===== src/rtl/packet_loader.sv =====
// packet_loader: fetch stage of the dataflow core.
// Accepts a packet request, reads the 175-bit instruction template from
// instruction memory as six 32-bit words starting at OPADDR + dest_addr,
// merges the request colour/operands into it and hands the finished packet
// to the queue (EI), fetch (FN) or memory-access (MA) unit by opmode.
// Only one request and one memory read are ever in flight.
module packet_loader #(
  parameter int         PACKET_WIDTH         = 175,
  parameter int         PACKET_REQUEST_WIDTH = 147,
  parameter logic [1:0] OPCODE_EI            = 2'd0,
  parameter logic [1:0] OPCODE_FN            = 2'd1,
  parameter logic [1:0] OPCODE_MA            = 2'd2,
  parameter logic [2:0] DEST_OPTION_EXEC     = 3'd0,
  parameter logic [2:0] DEST_OPTION_LEFT     = 3'd1,
  parameter logic [2:0] DEST_OPTION_RIGHT    = 3'd2
) (
  input  logic                            CLK,
  input  logic                            RST,
  input  logic [31:0]                     OPADDR,

  output logic                            MEM_SEND_ADDR_VALID,
  output logic [31:0]                     MEM_SEND_ADDR,
  input  logic                            MEM_SEND_READY,
  output logic                            MEM_SEND_DATA_VALID,
  output logic [31:0]                     MEM_SEND_DATA,

  input  logic                            MEM_RECEIVE_VALID,
  input  logic [31:0]                     MEM_RECEIVE_DATA,
  output logic                            MEM_RECEIVE_READY,

  input  logic                            RECEIVE_PR_VALID,
  input  logic [PACKET_REQUEST_WIDTH-1:0] RECEIVE_PR_DATA,
  output logic                            RECEIVE_PR_READY,

  output logic                            SEND_PC_TO_QU_VALID,
  output logic [PACKET_WIDTH-1:0]         SEND_PC_TO_QU_DATA,
  input  logic                            SEND_PC_TO_QU_READY,

  output logic                            SEND_PC_TO_FE_VALID,
  output logic [PACKET_WIDTH-1:0]         SEND_PC_TO_FE_DATA,
  input  logic                            SEND_PC_TO_FE_READY,

  output logic                            SEND_PC_TO_MA_VALID,
  output logic [PACKET_WIDTH-1:0]         SEND_PC_TO_MA_DATA,
  input  logic                            SEND_PC_TO_MA_READY
);

  typedef enum logic [1:0] {
    IDLE = 2'd0,
    ADDR = 2'd1,
    DATA = 2'd2,
    SEND = 2'd3
  } state_t;

  localparam logic [2:0] LAST_WORD = 3'd5;

  state_t                          state_q;
  logic [2:0]                      k_q;
  logic [PACKET_REQUEST_WIDTH-1:0] req_q;
  // Template bits [14:0] arrive with the last word and go straight into the
  // merged packet, so only the upper 160 bits are ever held here.
  logic [174:15]                   tmpl_q;
  logic [PACKET_WIDTH-1:0]         pkt_q;

  logic                            addr_valid_q;
  logic [31:0]                     addr_q;
  logic                            recv_ready_q;
  logic                            pr_ready_q;
  logic                            qu_valid_q;
  logic                            fe_valid_q;
  logic                            ma_valid_q;

  logic [2:0]                      k_next;
  logic [31:0]                     first_addr;
  logic [31:0]                     next_addr;
  logic [PACKET_WIDTH-1:0]         merged_pkt;
  logic                            out_fire;

  // Replace the colour and, depending on the destination option, the
  // operand fields of the template with the values carried by the request.
  function automatic logic [174:0] merge_packet(input logic [174:0] tmpl,
                                                input logic [146:0] req);
    logic [174:0] pkt;
    pkt          = tmpl;
    pkt[127:64]  = req[127:64];
    case (req[146:144])
      DEST_OPTION_EXEC: begin
        pkt[63:32] = req[63:32];
        pkt[31:0]  = req[31:0];
      end
      DEST_OPTION_LEFT: begin
        pkt[63:32] = req[63:32];
      end
      DEST_OPTION_RIGHT: begin
        pkt[31:0]  = req[31:0];
      end
      default: begin
      end
    endcase
    return pkt;
  endfunction

  // Address arithmetic and the merged packet built from the incoming last word.
  always_comb begin
    k_next     = k_q + 3'd1;
    first_addr = OPADDR + {16'd0, RECEIVE_PR_DATA[143:128]};
    next_addr  = OPADDR + {16'd0, req_q[143:128]} + {27'd0, k_next, 2'b00};
    merged_pkt = merge_packet({tmpl_q, MEM_RECEIVE_DATA[14:0]}, req_q);
    out_fire   = (qu_valid_q & SEND_PC_TO_QU_READY) |
                 (fe_valid_q & SEND_PC_TO_FE_READY) |
                 (ma_valid_q & SEND_PC_TO_MA_READY);
  end

  // Fetch FSM: request -> six address/data round trips -> routed output.
  always_ff @(posedge CLK or posedge RST) begin
    if (RST) begin
      state_q      <= IDLE;
      k_q          <= 3'd0;
      req_q        <= '0;
      tmpl_q       <= '0;
      pkt_q        <= '0;
      addr_valid_q <= 1'b0;
      addr_q       <= 32'd0;
      recv_ready_q <= 1'b0;
      pr_ready_q   <= 1'b0;
      qu_valid_q   <= 1'b0;
      fe_valid_q   <= 1'b0;
      ma_valid_q   <= 1'b0;
    end else begin
      case (state_q)
        IDLE: begin
          pr_ready_q <= 1'b1;
          if (RECEIVE_PR_VALID && pr_ready_q) begin
            req_q        <= RECEIVE_PR_DATA;
            k_q          <= 3'd0;
            addr_q       <= first_addr;
            addr_valid_q <= 1'b1;
            pr_ready_q   <= 1'b0;
            state_q      <= ADDR;
          end
        end

        ADDR: begin
          if (addr_valid_q && MEM_SEND_READY) begin
            addr_valid_q <= 1'b0;
            recv_ready_q <= 1'b1;
            state_q      <= DATA;
          end
        end

        DATA: begin
          if (recv_ready_q && MEM_RECEIVE_VALID) begin
            recv_ready_q <= 1'b0;
            if (k_q != LAST_WORD) begin
              case (k_q)
                3'd0:    tmpl_q[174:143] <= MEM_RECEIVE_DATA;
                3'd1:    tmpl_q[142:111] <= MEM_RECEIVE_DATA;
                3'd2:    tmpl_q[110:79]  <= MEM_RECEIVE_DATA;
                3'd3:    tmpl_q[78:47]   <= MEM_RECEIVE_DATA;
                default: tmpl_q[46:15]   <= MEM_RECEIVE_DATA;
              endcase
              k_q          <= k_next;
              addr_q       <= next_addr;
              addr_valid_q <= 1'b1;
              state_q      <= ADDR;
            end else begin
              pkt_q <= merged_pkt;
              case (tmpl_q[174:173])
                OPCODE_EI: begin
                  qu_valid_q <= 1'b1;
                  state_q    <= SEND;
                end
                OPCODE_FN: begin
                  fe_valid_q <= 1'b1;
                  state_q    <= SEND;
                end
                OPCODE_MA: begin
                  ma_valid_q <= 1'b1;
                  state_q    <= SEND;
                end
                default: begin
                  // Reserved opmode: the packet has no consumer and is dropped.
                  pr_ready_q <= 1'b1;
                  state_q    <= IDLE;
                end
              endcase
            end
          end
        end

        SEND: begin
          if (out_fire) begin
            qu_valid_q <= 1'b0;
            fe_valid_q <= 1'b0;
            ma_valid_q <= 1'b0;
            pr_ready_q <= 1'b1;
            state_q    <= IDLE;
          end
        end

        default: begin
          state_q <= IDLE;
        end
      endcase
    end
  end

  assign MEM_SEND_ADDR_VALID = addr_valid_q;
  assign MEM_SEND_ADDR       = addr_q;
  assign MEM_SEND_DATA_VALID = 1'b0;
  assign MEM_SEND_DATA       = 32'd0;
  assign MEM_RECEIVE_READY   = recv_ready_q;
  assign RECEIVE_PR_READY    = pr_ready_q;

  assign SEND_PC_TO_QU_VALID = qu_valid_q;
  assign SEND_PC_TO_FE_VALID = fe_valid_q;
  assign SEND_PC_TO_MA_VALID = ma_valid_q;
  assign SEND_PC_TO_QU_DATA  = qu_valid_q ? pkt_q : '0;
  assign SEND_PC_TO_FE_DATA  = fe_valid_q ? pkt_q : '0;
  assign SEND_PC_TO_MA_DATA  = ma_valid_q ? pkt_q : '0;

endmodule


===== config.mk =====
export PLATFORM = sky130hd
export DESIGN_NAME = packet_loader
export DESIGN_NICKNAME = d
export VERILOG_FILES = /design/src/rtl/packet_loader.sv
export SDC_FILE = /design/constraint.sdc
export NUM_CORES = 1
export LEC_CHECK = 0
export BUFFER_PORTS_ARGS = -buffer_cell sky130_fd_sc_hd__buf_4
export CAP_MARGIN = 10
export CELL_PAD_IN_SITES_DETAIL_PLACEMENT = 2
export CELL_PAD_IN_SITES_GLOBAL_PLACEMENT = 2
export CORE_MARGIN = 10
export CORE_UTILIZATION = 26
export CTS_CLUSTER_DIAMETER = 120
export CTS_CLUSTER_SIZE = 20
export DETAILED_ROUTE_END_ITERATION = 10
export GPL_ROUTABILITY_DRIVEN = 0
export GPL_TIMING_DRIVEN = 0
export HOLD_SLACK_MARGIN = 0.06
export PLACE_DENSITY = 0.82
export SETUP_SLACK_MARGIN = 0.02
export SKIP_LAST_GASP = 1
export SLEW_MARGIN = 20
export SYNTH_ARGS = -nofsm -noshare
export SYNTH_HDL_FRONTEND = slang
export SYNTH_SLANG_ARGS = --single-unit

===== constraint.sdc =====
create_clock -name CLK -period 11.8 [get_ports CLK]
set_clock_uncertainty 0.15 [all_clocks]
set_input_delay 0 -clock CLK [delete_from_list [all_inputs] [get_ports CLK]]
set_output_delay 0 -clock CLK [all_outputs]
set_load 0.01 [all_outputs]

==> results.txt, run 1 <==
The clock sink total is 461, and the total of endpoints with negative setup slack in the final report is 0. The DRC violation total after the first TritonRoute iteration is 1,565. The tools report the distinct cell type count after synthesis as 60. STA puts the critical path data required time at 12,160 ps. The die covers 0.1043 mm². Counting flops with an async set or reset pin after synthesis yields a share of 100.0%. The logs give 27.45% for the combined global-route utilization of all metal layers and 213,000 µm for the global-route wire length before repair.

At the pin with the least slew margin, the transition time is 1149 ps. The cell sitting at the root of the clock tree is a sky130_fd_sc_hd__clkbuf_16. The logs give 0.02387 mm² for the summed instance area of the synthesized netlist and 29,860 for the number of global-route vias before repair.

The tool flagged a number of max-cap violations equal to 0. After filler insertion, the fill cell instance count of the layout stands at 10,010. For this run, design rule violations remaining after detail routing come to 0. The cell leakage power came out at 19.45 nW.

The run gives 0.08678 mV as the maximum ir drop on the vdd rail. The critical path in this run is classified as reg -> reg. In this run, synthesis produced a sequential element count of 461. No sink is reached through more buffers than the 3 on the longest clock path. In the post-synthesis netlist, the biggest area contributors are sky130_fd_sc_hd__dfrtp_1 48%, sky130_fd_sc_hd__nand2_1 14%, sky130_fd_sc_hd__and2_1 14%, sky130_fd_sc_hd__mux2_2 4.4%, sky130_fd_sc_hd__mux2i_1 2.7%. Based on the critical path, the design can be clocked at up to 190.2 MHz. The part of the power in combinational logic is 11.5%, and the mean routed wirelength per cell is 28.88 µm. Adding up every negative setup slack in the final design gives 0 ps.

The source-to-sink clock delay at the later pin of the worst-skew pair is 620 ps, and the count of yosys warnings during synthesis is 0. The path class of the tightest hold or removal check is in -> reg. The clock transition at the registers of the reported paths was 100 ps. The run gives 0.01154 mm² as the area occupied by registers. In this run the critical register-to-register path is captured at MEM_SEND_ADDR[31].

The level count of the clock H-tree was 1. The average instance in the mapped netlist occupies 8.878 µm². The tools report the capture point of the critical path as MEM_SEND_ADDR[31]. Setup repair after global routing left no endpoint under its margin. The final layout contains routed wiring with a total length of 148,700 µm. Sequential cells were found to cover 48.32% of the synthesized design area.

The worst slew margin relative to its limit is 23.40%, and the period utilization is 44.56%. The run gives 0 as the final global-route overflow total. The die is 323.0 µm wide. The startpoint identified for the worst register-to-register timing path is k_q[0]. The number of cells on the worst reg-to-reg path is 14. The die span in y works out to 323.0 µm.

STA classifies the critical path endpoint as a flop. The time the worst path needs with I/O delays and setup is 5258 ps, and the count of flip-flops with a built-in enable after synthesis is 0. The largest incremental delay on the critical path works out to 580 ps. In this run the tool buffered the top-level ports with 781 buffer cells. The tools report the launching instance or port of the critical path as k_q[0].

The clock network is responsible for 36.5% of the overall power. The final hold violation count came out at 0. Across all layers, the routed design uses 25,320 vias.

The total setup buffers inserted after CTS is 0, and the row count is 111. The most common cell after layout, fill and taps aside was sky130_fd_sc_hd__nand2_1. TritonCTS built the clock tree.

Power spread over the standard cell area amounts to 83.16 mW/mm². The tools report the sort of element at the start of the critical path as a flop. In this run the power spent charging and discharging nets is 0.8091 mW. The initial utilization of the core area, before any placement, comes to 26.12%.

Biggest area consumer among synthesized cells: sky130_fd_sc_hd__dfrtp_1. The library cells used most frequently in the layout, excluding fill and tap cells, are 899 x sky130_fd_sc_hd__nand2_1, 816 x sky130_fd_sc_hd__buf_4, 532 x sky130_fd_sc_hd__and2_1. For the area inside the core boundary, the log shows 0.09139 mm². The worst reg-to-reg setup slack is 6540 ps. The number of slew-limit violations in the final report is 0, and the fraction of layout instances using a drive strength above 1 is 25.38%.

Top cell type's share of synthesized area: 48.32%. For the number of optimization iterations in the first detailed-route pass, the log shows 7. At the end of the flow, the number of nets in the layout was 4,213.

Maximum number of pins on one net before global-route repair: 33. At the worst endpoint, the arrival time is 5620 ps. The cell count after synthesis came out at 2,689. Slowest stage cell on the critical path: sky130_fd_sc_hd__dlygate4sd3_1.

The internal portion of the total power is 2.225 mW. The flow ran to the end, and the final reports show no timing, DRC or antenna violations. Summing all multi-input logic gate instances after layout gives 0.01149 mm². I/O pin total: 815. The critical path goes through inv_1, ha_1, fa_1, ha_1, nor2b_1, o31a_1, o31ai_1, o211ai_1, a211o_2, nand3_2, or3_1, dlygate4sd3_1, a31oi_1, dlygate4sd3_1. Among all flip-flop cells after synthesis, the most frequent one is sky130_fd_sc_hd__dfrtp_1. The vias per cell was 4.917.

In this run, CTS created clock tree buffers numbering 29. Sequential cells account for 52.0% of the total power. Of all nets on the critical path, the largest fanout is 7.

The final design utilization was 39.92%. For the number of antenna violations at the first check in global routing, the log shows 38. The proportion of total power due to net switching works out to 26.67%.

Once detail routing completed, the nets flagged for antenna violations numbered 0. Synthesis-to-finish area growth: 52.81%. Detailed placement ended at an HPWL of 100,900 µm.
[layer usage]
| layer | GRT usage (%) | vias to the layer above | routed length [µm] |
|---|---|---|---|
| met4 | 10.86 | 2 | 6331 |
| li1 | - | 11010 | - |
| met2 | 51.13 | 916 | 77630 |
| met1 | 30.66 | 13130 | 56410 |
| met5 | 0 | - | 13 |
| met3 | 4.674 | 272 | 8338 |
[sequential cells by signal, indices dropped and copies added (netlist names)]
name / cells
SEND_PC_TO_QU_VALID: 1
MEM_RECEIVE_READY: 1
pkt_q: 175
state_q: 2
RECEIVE_PR_READY: 1
k_q: 3
SEND_PC_TO_FE_VALID: 1
MEM_SEND_ADDR: 32
MEM_SEND_ADDR_VALID: 1
SEND_PC_TO_MA_VALID: 1
tmpl_q: 96
req_q: 147
[timing repair]
action                                 CTS  global route
resized for setup                        0             0
endpoints found under the hold margin  559             0
setup endpoints to repair                0             0
hold buffers                           389             0
[critical path: cells and delay by family, from the launching register on]
kind                       cells  cell delay [ps]
adders and majority gates      3             1180
buffers and inverters          3             1280
AOI/OAI and AO/OA              5             1670
DFF                            1              450
and+or+nand+nor                3              410
[power by group through the flow]
stage	Combinational, mW	Clock, mW	Sequential, mW
2_1_floorplan	0.0958	0	1.61
6_report	0.349	1.11	1.58
3_5_place_dp	0.224	0	1.61
3_3_place_gp	0.204	0	1.61
4_1_cts	0.337	1.11	1.58
5_1_grt	0.371	1.19	1.58
[worst min path at each step]
stage / from / end / cells after the start
final: MEM_RECEIVE_DATA[31] / tmpl_q[174] / 4
after floorplan: RECEIVE_PR_DATA[0] / req_q[0] / 2
after global routing: MEM_RECEIVE_DATA[31] / tmpl_q[142] / 3
after CTS: RECEIVE_PR_DATA[47] / req_q[47] / 4
after global placement: RECEIVE_PR_DATA[94] / req_q[94] / 3
after detailed placement: RST / MEM_SEND_ADDR[7] / 2
[through the flow]
step                cell area [µm²]  total power, mW  std cells  setup slack (ps)  hold slack [ps]
floorplan                     24000            1.707       2721              5411           -44.56
global placement              31350            1.817       4688              2028            42.45
detailed placement            31720            1.834       4706              7371           -161.5
CTS                           36440            3.021       5134              6646            62.92
global route                  36470            3.141       5147              6317            104.5
finish                        36480            3.034       5150              6542            111.2
[area by class of cell]
| class | count | area share, % |
|---|---|---|
| repair buffers | 1188 | 27.74 |
| multi-input cells | 2049 | 31.49 |
| flip-flops and latches | 461 | 31.62 |
| clock inverters | 8 | 0.2229 |
| diodes | 16 | 0.1098 |
| plain buffers | 191 | 2.497 |
| well taps | 1186 | 4.068 |
| clock buffers | 31 | 2.037 |
| inverters | 20 | 0.2161 |
[cells by family (layout without fill, tap and decap cells)]
| family | count (synthesis) | after routing | share of synthesized area, % |
|---|---|---|---|
| compound gates | 235 | 235 | 5.885 |
| xor+xnor | 35 | 35 | 1.284 |
| fa+ha+maj | 54 | 54 | 2.987 |
| buf+inv | 211 | 1438 | 4.088 |
| flops | 461 | 461 | 48.32 |
| mux | 158 | 158 | 7.117 |
| other cells | 1 | 49 | 0.01571 |
| simple gates | 1534 | 1534 | 30.30 |
[cells in the mapped netlist, types with 34 or more instances]
library cell / count
sky130_fd_sc_hd__nand2_1: 899
sky130_fd_sc_hd__and2_1: 532
sky130_fd_sc_hd__dfrtp_1: 461
sky130_fd_sc_hd__clkbuf_1: 140
sky130_fd_sc_hd__o21ai_0: 111
sky130_fd_sc_hd__mux2_2: 94
sky130_fd_sc_hd__mux2i_1: 64
sky130_fd_sc_hd__ha_1: 49
sky130_fd_sc_hd__nor2_1: 43
sky130_fd_sc_hd__a21oi_1: 36
sky130_fd_sc_hd__buf_4: 34
No activity file was read; power rests on OpenSTA's default activity.
==> inputs of run 2 (changes only) <==
==> constraint.sdc (replaced) <==
create_clock -name CLK -period 4.4 [get_ports CLK]
set_clock_uncertainty 0.15 [all_clocks]
set_input_delay 0 -clock CLK [delete_from_list [all_inputs] [get_ports CLK]]
set_output_delay 0 -clock CLK [all_outputs]
set_load 0.01 [all_outputs]
==> run 2 against run 1 <==
Effect of this change: register-to-register slack got worse by 6300 ps; combinational power grew to 2.7 times the previous value; die area stayed put; count of clock-buffer cells in the layout unchanged; non-clock buffer count decreased by 16; clock power increased to 2.7 times the previous value; hold slack worse by 12 ps.
==> results.txt, run 2 (same netlist as run 1, synthesis figures left out) <==
The largest incremental delay on the critical path was 550 ps. In the final routed layout, each cell accounts on average for 28.88 µm. The number of global-route vias before repair is 29,900, and the period utilization is 95.03%.

The logs give 461 for the clock sink total and 218.5 ps for the final worst setup slack. The run gives 40 as the number of antenna violations at the first check in global routing. Counting I/O delays and the setup requirement, the final critical path takes 4181 ps. The tools report the total of endpoints with negative setup slack in the final report as 0. The min-delay analysis places its worst path in the category in -> reg. Leaving out fill and tap cells, the most frequent cell in the layout is sky130_fd_sc_hd__nand2_1.

The analysis attributes to cell leakage a power of 19.38 nW. In this run the tool buffered the top-level ports with 781 buffer cells. TritonCTS built the clock tree.

The multi-input combinational cells in the finished layout cover a total of 0.01151 mm². Timing analysis after detailed placement gives a worst setup slack of -28.54 ps. The highest achievable clock rate came out at 239.1 MHz. Dominant cell type by count on the critical path: sky130_fd_sc_hd__ha_1. The logs give 33 for the maximum number of pins on one net before global-route repair and 0.09139 mm² for the area inside the core boundary.

The final layout contains 4,197 nets. The final global-route overflow total was 0; the wire length on met2 was 77,270 µm. In this run the top signal layer used is met5. The run gives 0 as the number of slew-limit violations in the final report. The critical path in this run is classified as reg -> reg.

The most flop-heavy register is pkt_q. The transition time of the tightest slew-check pin came out at 1186 ps. Setup repair after global routing could not meet its margin everywhere. The source-to-sink clock delay at the later pin of the worst-skew pair is 620 ps.

The largest individual stage delay along the critical path comes from the cell sky130_fd_sc_hd__dlygate4sd3_1. The library cells used most frequently in the layout, excluding fill and tap cells, are 899 x sky130_fd_sc_hd__nand2_1, 816 x sky130_fd_sc_hd__buf_4, 532 x sky130_fd_sc_hd__and2_1. The clock passes through at most 3 buffers.

Data on the critical path arrives at its endpoint at 4540 ps. The total half-perimeter wirelength after legalization and detailed placement came out at 100,900 µm. 815 I/O pins were placed. After clock tree synthesis, the clock-pin slew on the worst setup and hold paths is 100 ps. Die span in y: 323.0 µm. The sort of element at the start of the critical path was a flop.

The flow ran to the end, and the final reports show no timing, DRC or antenna violations. The worst slew margin relative to its limit is 20.95%, and the number of optimization iterations in the first detailed-route pass is 8. The number of setup buffers added after CTS is 0. Global-route wire length before repair: 212,900 µm. For this run, design rule violations remaining after detail routing come to 0. After detailed routing, the wire length on met1 is 56,260 µm.

The horizontal extent of the die works out to 323.0 µm. The number of flip-flops in the largest register is 175, and the level count of the clock H-tree is 1. The number of placed instances, taps included was 4,706; the final cell count without fillers was 5,139. The run gives 0.01154 mm² as the area occupied by registers. The tools report the count of vias placed by the detailed router as 25,260. After detailed placement, the total cell area comes to 0.03172 mm².

The first routing iteration left 1,573 violations. The tools report the post-detailed-routing wire length as 148,400 µm. In the final layout, the registers with the most flip-flops are pkt_q: 175 flops, req_q: 147 flops, tmpl_q: 96 flops.

Row generation in the floorplan step produced 111 rows. Across the VDD grid, the largest voltage drop is 0.2327 mV. Of all nets on the critical path, the largest fanout is 5. CTS buffer count: 29. The critical path goes through ha_1, ha_1, inv_1, fa_1, ha_1, o21ai_1, o21ai_1, nand4_1, a31oi_4, nor2_1, xor2_1, nor2_1, a221o_1, dlygate4sd3_1. STA classifies the critical path endpoint as a flop. After routing the design area is 0.03636 mm². The routed design uses 8525 µm of met3 wire. Summed over all failing endpoints, the final setup total negative slack is 0 ps.

For the number of maximum-capacitance violations, the log shows 0. The logs give 0.1043 mm² for the full die area and 4760 ps for the required time reported for the critical path endpoint. The synthesis-to-finish area growth came out at 52.30%.

The run gives 27.40% as the combined global-route utilization of all metal layers. The starting utilization of the core area came out at 26.12%. Once detail routing completed, the nets flagged for antenna violations numbered 0. The vias per cell is 4.915, and the fraction of layout instances using a drive strength above 1 is 25.56%. The final hold violation count was 0. Counting the fill cells in the layout gives 10,030. Dividing total power by cell area gives a power density of 223.4 mW/mm². In this run the clock root is driven by a sky130_fd_sc_hd__clkbuf_16.
## run 2: worst paths after layout
path,startpoint,to,slack [ps],cells after the start
worst min-delay path,OPADDR[22],MEM_SEND_ADDR[22],100,4
worst max register to register,k_q[0],MEM_SEND_ADDR[16],220,14
worst min register to register,tmpl_q[131],pkt_q[131],310,2
min in group asynchronous,RST,req_q[137],340,4
worst max-delay path,k_q[0],MEM_SEND_ADDR[16],220,14
max in group asynchronous,RST,req_q[67],1640,12
## run 2: through the flow
step | total power, mW | hold WS [ps] | utilization (%)
after detailed placement | 4.919 | -161.5 | 34.71
after floorplan | 4.578 | -44.56 | -
final | 8.125 | 99.35 | 39.79
after global placement | 4.871 | 42.45 | 34.30
after global routing | 8.407 | 109.3 | 39.77
after CTS | 8.096 | 62.92 | 39.71
## run 2: area by class of cell
cell class,instances,share of cell area [%]
Inverter,20,0.2168
Clock buffer,31,2.044
Multi-Input combinational cell,2049,31.67
Timing Repair Buffer,1172,27.39
Antenna cell,21,0.1445
Tap cell,1186,4.081
Clock inverter,8,0.2237
Sequential cell,461,31.73
Buffer,191,2.505
## run 2: what timing repair did
| action | 4_1_cts | 5_1_grt |
|---|---|---|
| endpoints found under the hold margin | 559 | 0 |
| setup endpoints to repair | 1 | 8 |
| hold buffers | 373 | 0 |
| gates resized for setup | 1 | 3 |
## run 2: metal layers
layer / GRT usage, % / vias to the layer above
met5: 0 / -
met4: 11.10 / 2
met3: 4.830 / 283
met2: 50.91 / 923
met1: 30.50 / 13080
li1: - / 10970
## run 2: power by group
group          total (mW)  switching (mW)  internal [mW]
registers            4.23               0           4.23
clock network        2.96            1.73           1.24
logic               0.927           0.437          0.490
## run 2: critical path, delay by kind of cell (launching register included)
| family | cells | cell delay, ps |
|---|---|---|
| flops | 1 | 450 |
| compound gates | 4 | 920 |
| xor+xnor | 1 | 150 |
| fa+ha+maj | 4 | 1310 |
| simple gates | 3 | 370 |
| buf+inv | 2 | 720 |
==> inputs of run 3 (changes only) <==
--- a/config.mk
+++ b/config.mk
@@ -9,18 +9,18 @@
 export CAP_MARGIN = 10
 export CELL_PAD_IN_SITES_DETAIL_PLACEMENT = 2
 export CELL_PAD_IN_SITES_GLOBAL_PLACEMENT = 2
-export CORE_MARGIN = 10
-export CORE_UTILIZATION = 26
+export CORE_AREA = 10 10 311 313
+export CTS_BUF_LIST = sky130_fd_sc_hd__clkbuf_4
 export CTS_CLUSTER_DIAMETER = 120
 export CTS_CLUSTER_SIZE = 20
 export DETAILED_ROUTE_END_ITERATION = 10
+export DIE_AREA = 0 0 321 323
 export GPL_ROUTABILITY_DRIVEN = 0
 export GPL_TIMING_DRIVEN = 0
 export HOLD_SLACK_MARGIN = 0.06
-export PLACE_DENSITY = 0.82
+export PLACE_DENSITY = 0.8
 export SETUP_SLACK_MARGIN = 0.02
 export SKIP_LAST_GASP = 1
-export SLEW_MARGIN = 20
 export SYNTH_ARGS = -nofsm -noshare
 export SYNTH_HDL_FRONTEND = slang
 export SYNTH_SLANG_ARGS = --single-unit
==> constraint.sdc (replaced) <==
create_clock -name CLK -period 4.6 [get_ports CLK]
set_clock_uncertainty 0.15 [all_clocks]
set_input_delay 0 -clock CLK [delete_from_list [all_inputs] [get_ports CLK]]
set_output_delay 0 -clock CLK [all_outputs]
set_load 0.01 [all_outputs]
==> run 3 against run 2 <==
Effect of this change: cell area grew 0.63%; via count grew 1.4%; total power shrank 16%; critical endpoint unchanged; largest power group unchanged.
==> results.txt, run 3 (same netlist as run 1, synthesis figures left out) <==
Time the worst path needs with I/O delays and setup: 4499 ps. The period utilization works out to 97.79%. In the post-route analysis, the smallest setup slack over all paths is 101.4 ps. In this run the power density over the cells is 185.5 mW/mm². Number of slew-limit violations in the final report: 0. The worst setup path is captured at a flop. Global routing finished with a remaining overflow of 0. The most common cell after layout, fill and taps aside is sky130_fd_sc_hd__nand2_1. Worst hold path cell count: 5.

For the data arrival time of the critical path, the log shows 5180 ps. The clock passes through at most 3 buffers. The level count of the clock H-tree came out at 1. The register with the most flip-flops in the final layout is pkt_q. The number of nets still failing antenna checks after routing was 0. The source-to-sink clock delay at the later pin of the worst-skew pair was 910 ps; the total of endpoints with negative setup slack in the final report was 0. The worst hold path belongs to the class in -> reg. The tools report the DRC violation total after the first TritonRoute iteration as 1,516. The worst setup path is launched from a primary input. For this configuration, the core starts out at a cell density of 26.28%. The run gives 28 as the CTS buffer count.

In the layout the commonest cells are 899 x sky130_fd_sc_hd__nand2_1, 816 x sky130_fd_sc_hd__buf_4, 532 x sky130_fd_sc_hd__and2_1. Depth of the most critical reg-to-reg path: 15. Summed over all layers, the routed wires come to 148,500 µm.

The area growth from synthesis to layout is 53.26%. TritonCTS built the clock tree. The layout has 9,974 filler cells. The vias per cell was 4.904. The floorplan step set the die width to 321 µm.

The area inside the core boundary came out at 0.09083 mm². Pin placement for this block handled 815 I/O pins. The final hold violation count was 0. Setup repair after global routing left no endpoint under its margin. The cell sitting at the root of the clock tree is a sky130_fd_sc_hd__clkbuf_4.

For the worst setup slack after placement, the log shows 397.8 ps. The largest registers in the layout are pkt_q: 175 flops, req_q: 147 flops, tmpl_q: 96 flops. The clock sink total is 461, and the maximum ir drop on the vdd rail is 0.1468 mV. The worst slew margin relative to its limit is 23.47%, and the cell leakage power is 19.45 nW.

The number of optimization iterations in the first detailed-route pass came out at 5. Transition time of the tightest slew-check pin: 1144 ps. The critical path crosses 15 cells after its start point. The register with the most flip-flops in the layout has 175 of them. Top routing layer in use: met5.

On the worst path, the slowest cell contributes a delay of 610 ps. After clock tree synthesis, the clock-pin slew on the worst setup and hold paths is 250 ps. Adding up every negative setup slack in the final design gives 0 ps. The full die area was 0.1037 mm²; the total half-perimeter wirelength after legalization and detailed placement was 100,500 µm. The run finished with clean final reports.

The run gives 36 as the number of antenna violations at the first check in global routing. In this run the worst path has a maximum fanout of 4. The fraction of layout instances using a drive strength above 1 is 24.84%. The count of input and output buffers is 781. The global-route wire length before repair was 213,200 µm; the number of maximum-capacitance violations was 0. In the final design database the tool counted 4,279 nets. In the detailed route, the total length drawn on met2 is 77,180 µm.

Global routing used 27.42% of the available tracks across all layers. The cell that appears most often on the critical path is sky130_fd_sc_hd__dlygate4sd3_1. The floorplan step set the die height to 323 µm. The mean routed wirelength per cell is 28.45 µm. The slowest stage cell on the critical path was sky130_fd_sc_hd__dlygate4sd3_1. The tools report the required time reported for the critical path endpoint as 5280 ps. Wire segments on met3 add up to 7411 µm in the final route.

The wire length the detailed router placed on met1 is 57,630 µm, and the number of buffer and inverter instances along the worst setup path is 6. The count of vias placed by the detailed router was 25,600. Entering global routing, the biggest net connects 42 pins. The number of global-route vias before repair is 29,840. The worst setup path is of the in -> reg kind.

The signal on the critical path passes through dlygate4sd3_1, buf_4, dlygate4sd3_1, ha_1, inv_1, fa_1, nand2b_1, a211oi_1, o2111ai_1, a31oi_1, nor2_1, xnor2_1, dlygate4sd3_1, a221o_1, dlygate4sd3_1. Derived from the worst setup path, the maximum achievable clock frequency is 222.3 MHz. The kind of cell with the highest combined delay along the critical path is buffers and inverters.

For this run, design rule violations remaining after detail routing come to 0. The floorplan has 111 rows.
[run 3: timing repair]
item | in CTS | in global routing
setup endpoints to repair | 0 | 2
setup buffers | 0 | 1
hold buffers | 455 | 0
gates resized for setup | 0 | 6
hold endpoints to repair | 603 | 0
[run 3: final timing paths]
| kind | start | end | slack [ps] |
|---|---|---|---|
| worst max-delay path | RECEIVE_PR_DATA[128] | MEM_SEND_ADDR[16] | 100 |
| worst min-delay path | OPADDR[18] | MEM_SEND_ADDR[18] | 140 |
| worst max register to register | k_q[0] | MEM_SEND_ADDR[9] | 190 |
| worst min register to register | tmpl_q[130] | pkt_q[130] | 290 |
| max in group asynchronous | RST | req_q[46] | 1890 |
| min in group asynchronous | RST | MEM_SEND_ADDR[8] | 660 |
[run 3: through the flow]
step                cell area [µm²]  hold slack [ps]  total power [mW]  std cells  utilization, %
finish                        36590            142.6             6.786       5220           40.28
detailed placement            31690           -21.07             4.692       4706           34.89
CTS                           36510            64.51             6.782       5195           40.20
global placement              31350            41.40             4.660       4688           34.51
global route                  36570            104.5             7.051       5211           40.26
floorplan                     24000           -44.56             4.379       2721               -
[run 3: layer usage]
metal  global-route usage [%]  up-vias
met1                    31.10    13290
met3                    5.017      290
li1                         -    11140
met5                        0        -
met2                    50.60      873
met4                    10.23        6
[run 3: worst register-to-register path, stage by stage, from the launching register on]
cell and delay [ps]:
sky130_fd_sc_hd__dfrtp_2 490, sky130_fd_sc_hd__ha_1 210, sky130_fd_sc_hd__ha_1 310, sky130_fd_sc_hd__inv_2 110, sky130_fd_sc_hd__fa_1 420, sky130_fd_sc_hd__ha_1 330, sky130_fd_sc_hd__o21a_1 200, sky130_fd_sc_hd__o31a_1 130
sky130_fd_sc_hd__o21ai_0 170, sky130_fd_sc_hd__nand2b_1 120, sky130_fd_sc_hd__a21o_1 200, sky130_fd_sc_hd__a21oi_2 160, sky130_fd_sc_hd__xor2_1 150, sky130_fd_sc_hd__dlygate4sd3_1 560, sky130_fd_sc_hd__o21ai_0 70, sky130_fd_sc_hd__dlygate4sd3_1 570
[run 3: report_power, final]
part           internal, mW  switching, mW  total (mW)
clock network         0.311           1.47        1.78
logic                 0.511          0.433       0.944
registers              4.06              0        4.06
total                  4.88           1.90        6.79
[run 3: area by class of cell]
cell class	instances	area, µm²	share of cell area [%]
timing repair buffer	1255	10760	29.41
sequential	461	11540	31.53
clock inverter	5	52.55	0.1436
multi-input combinational	2049	11500	31.42
tap	1186	1484	4.056
clock buffer	29	217.7	0.5950
antenna	24	60.06	0.1641
inverter	20	78.83	0.2154
buffer	191	902.1	2.465
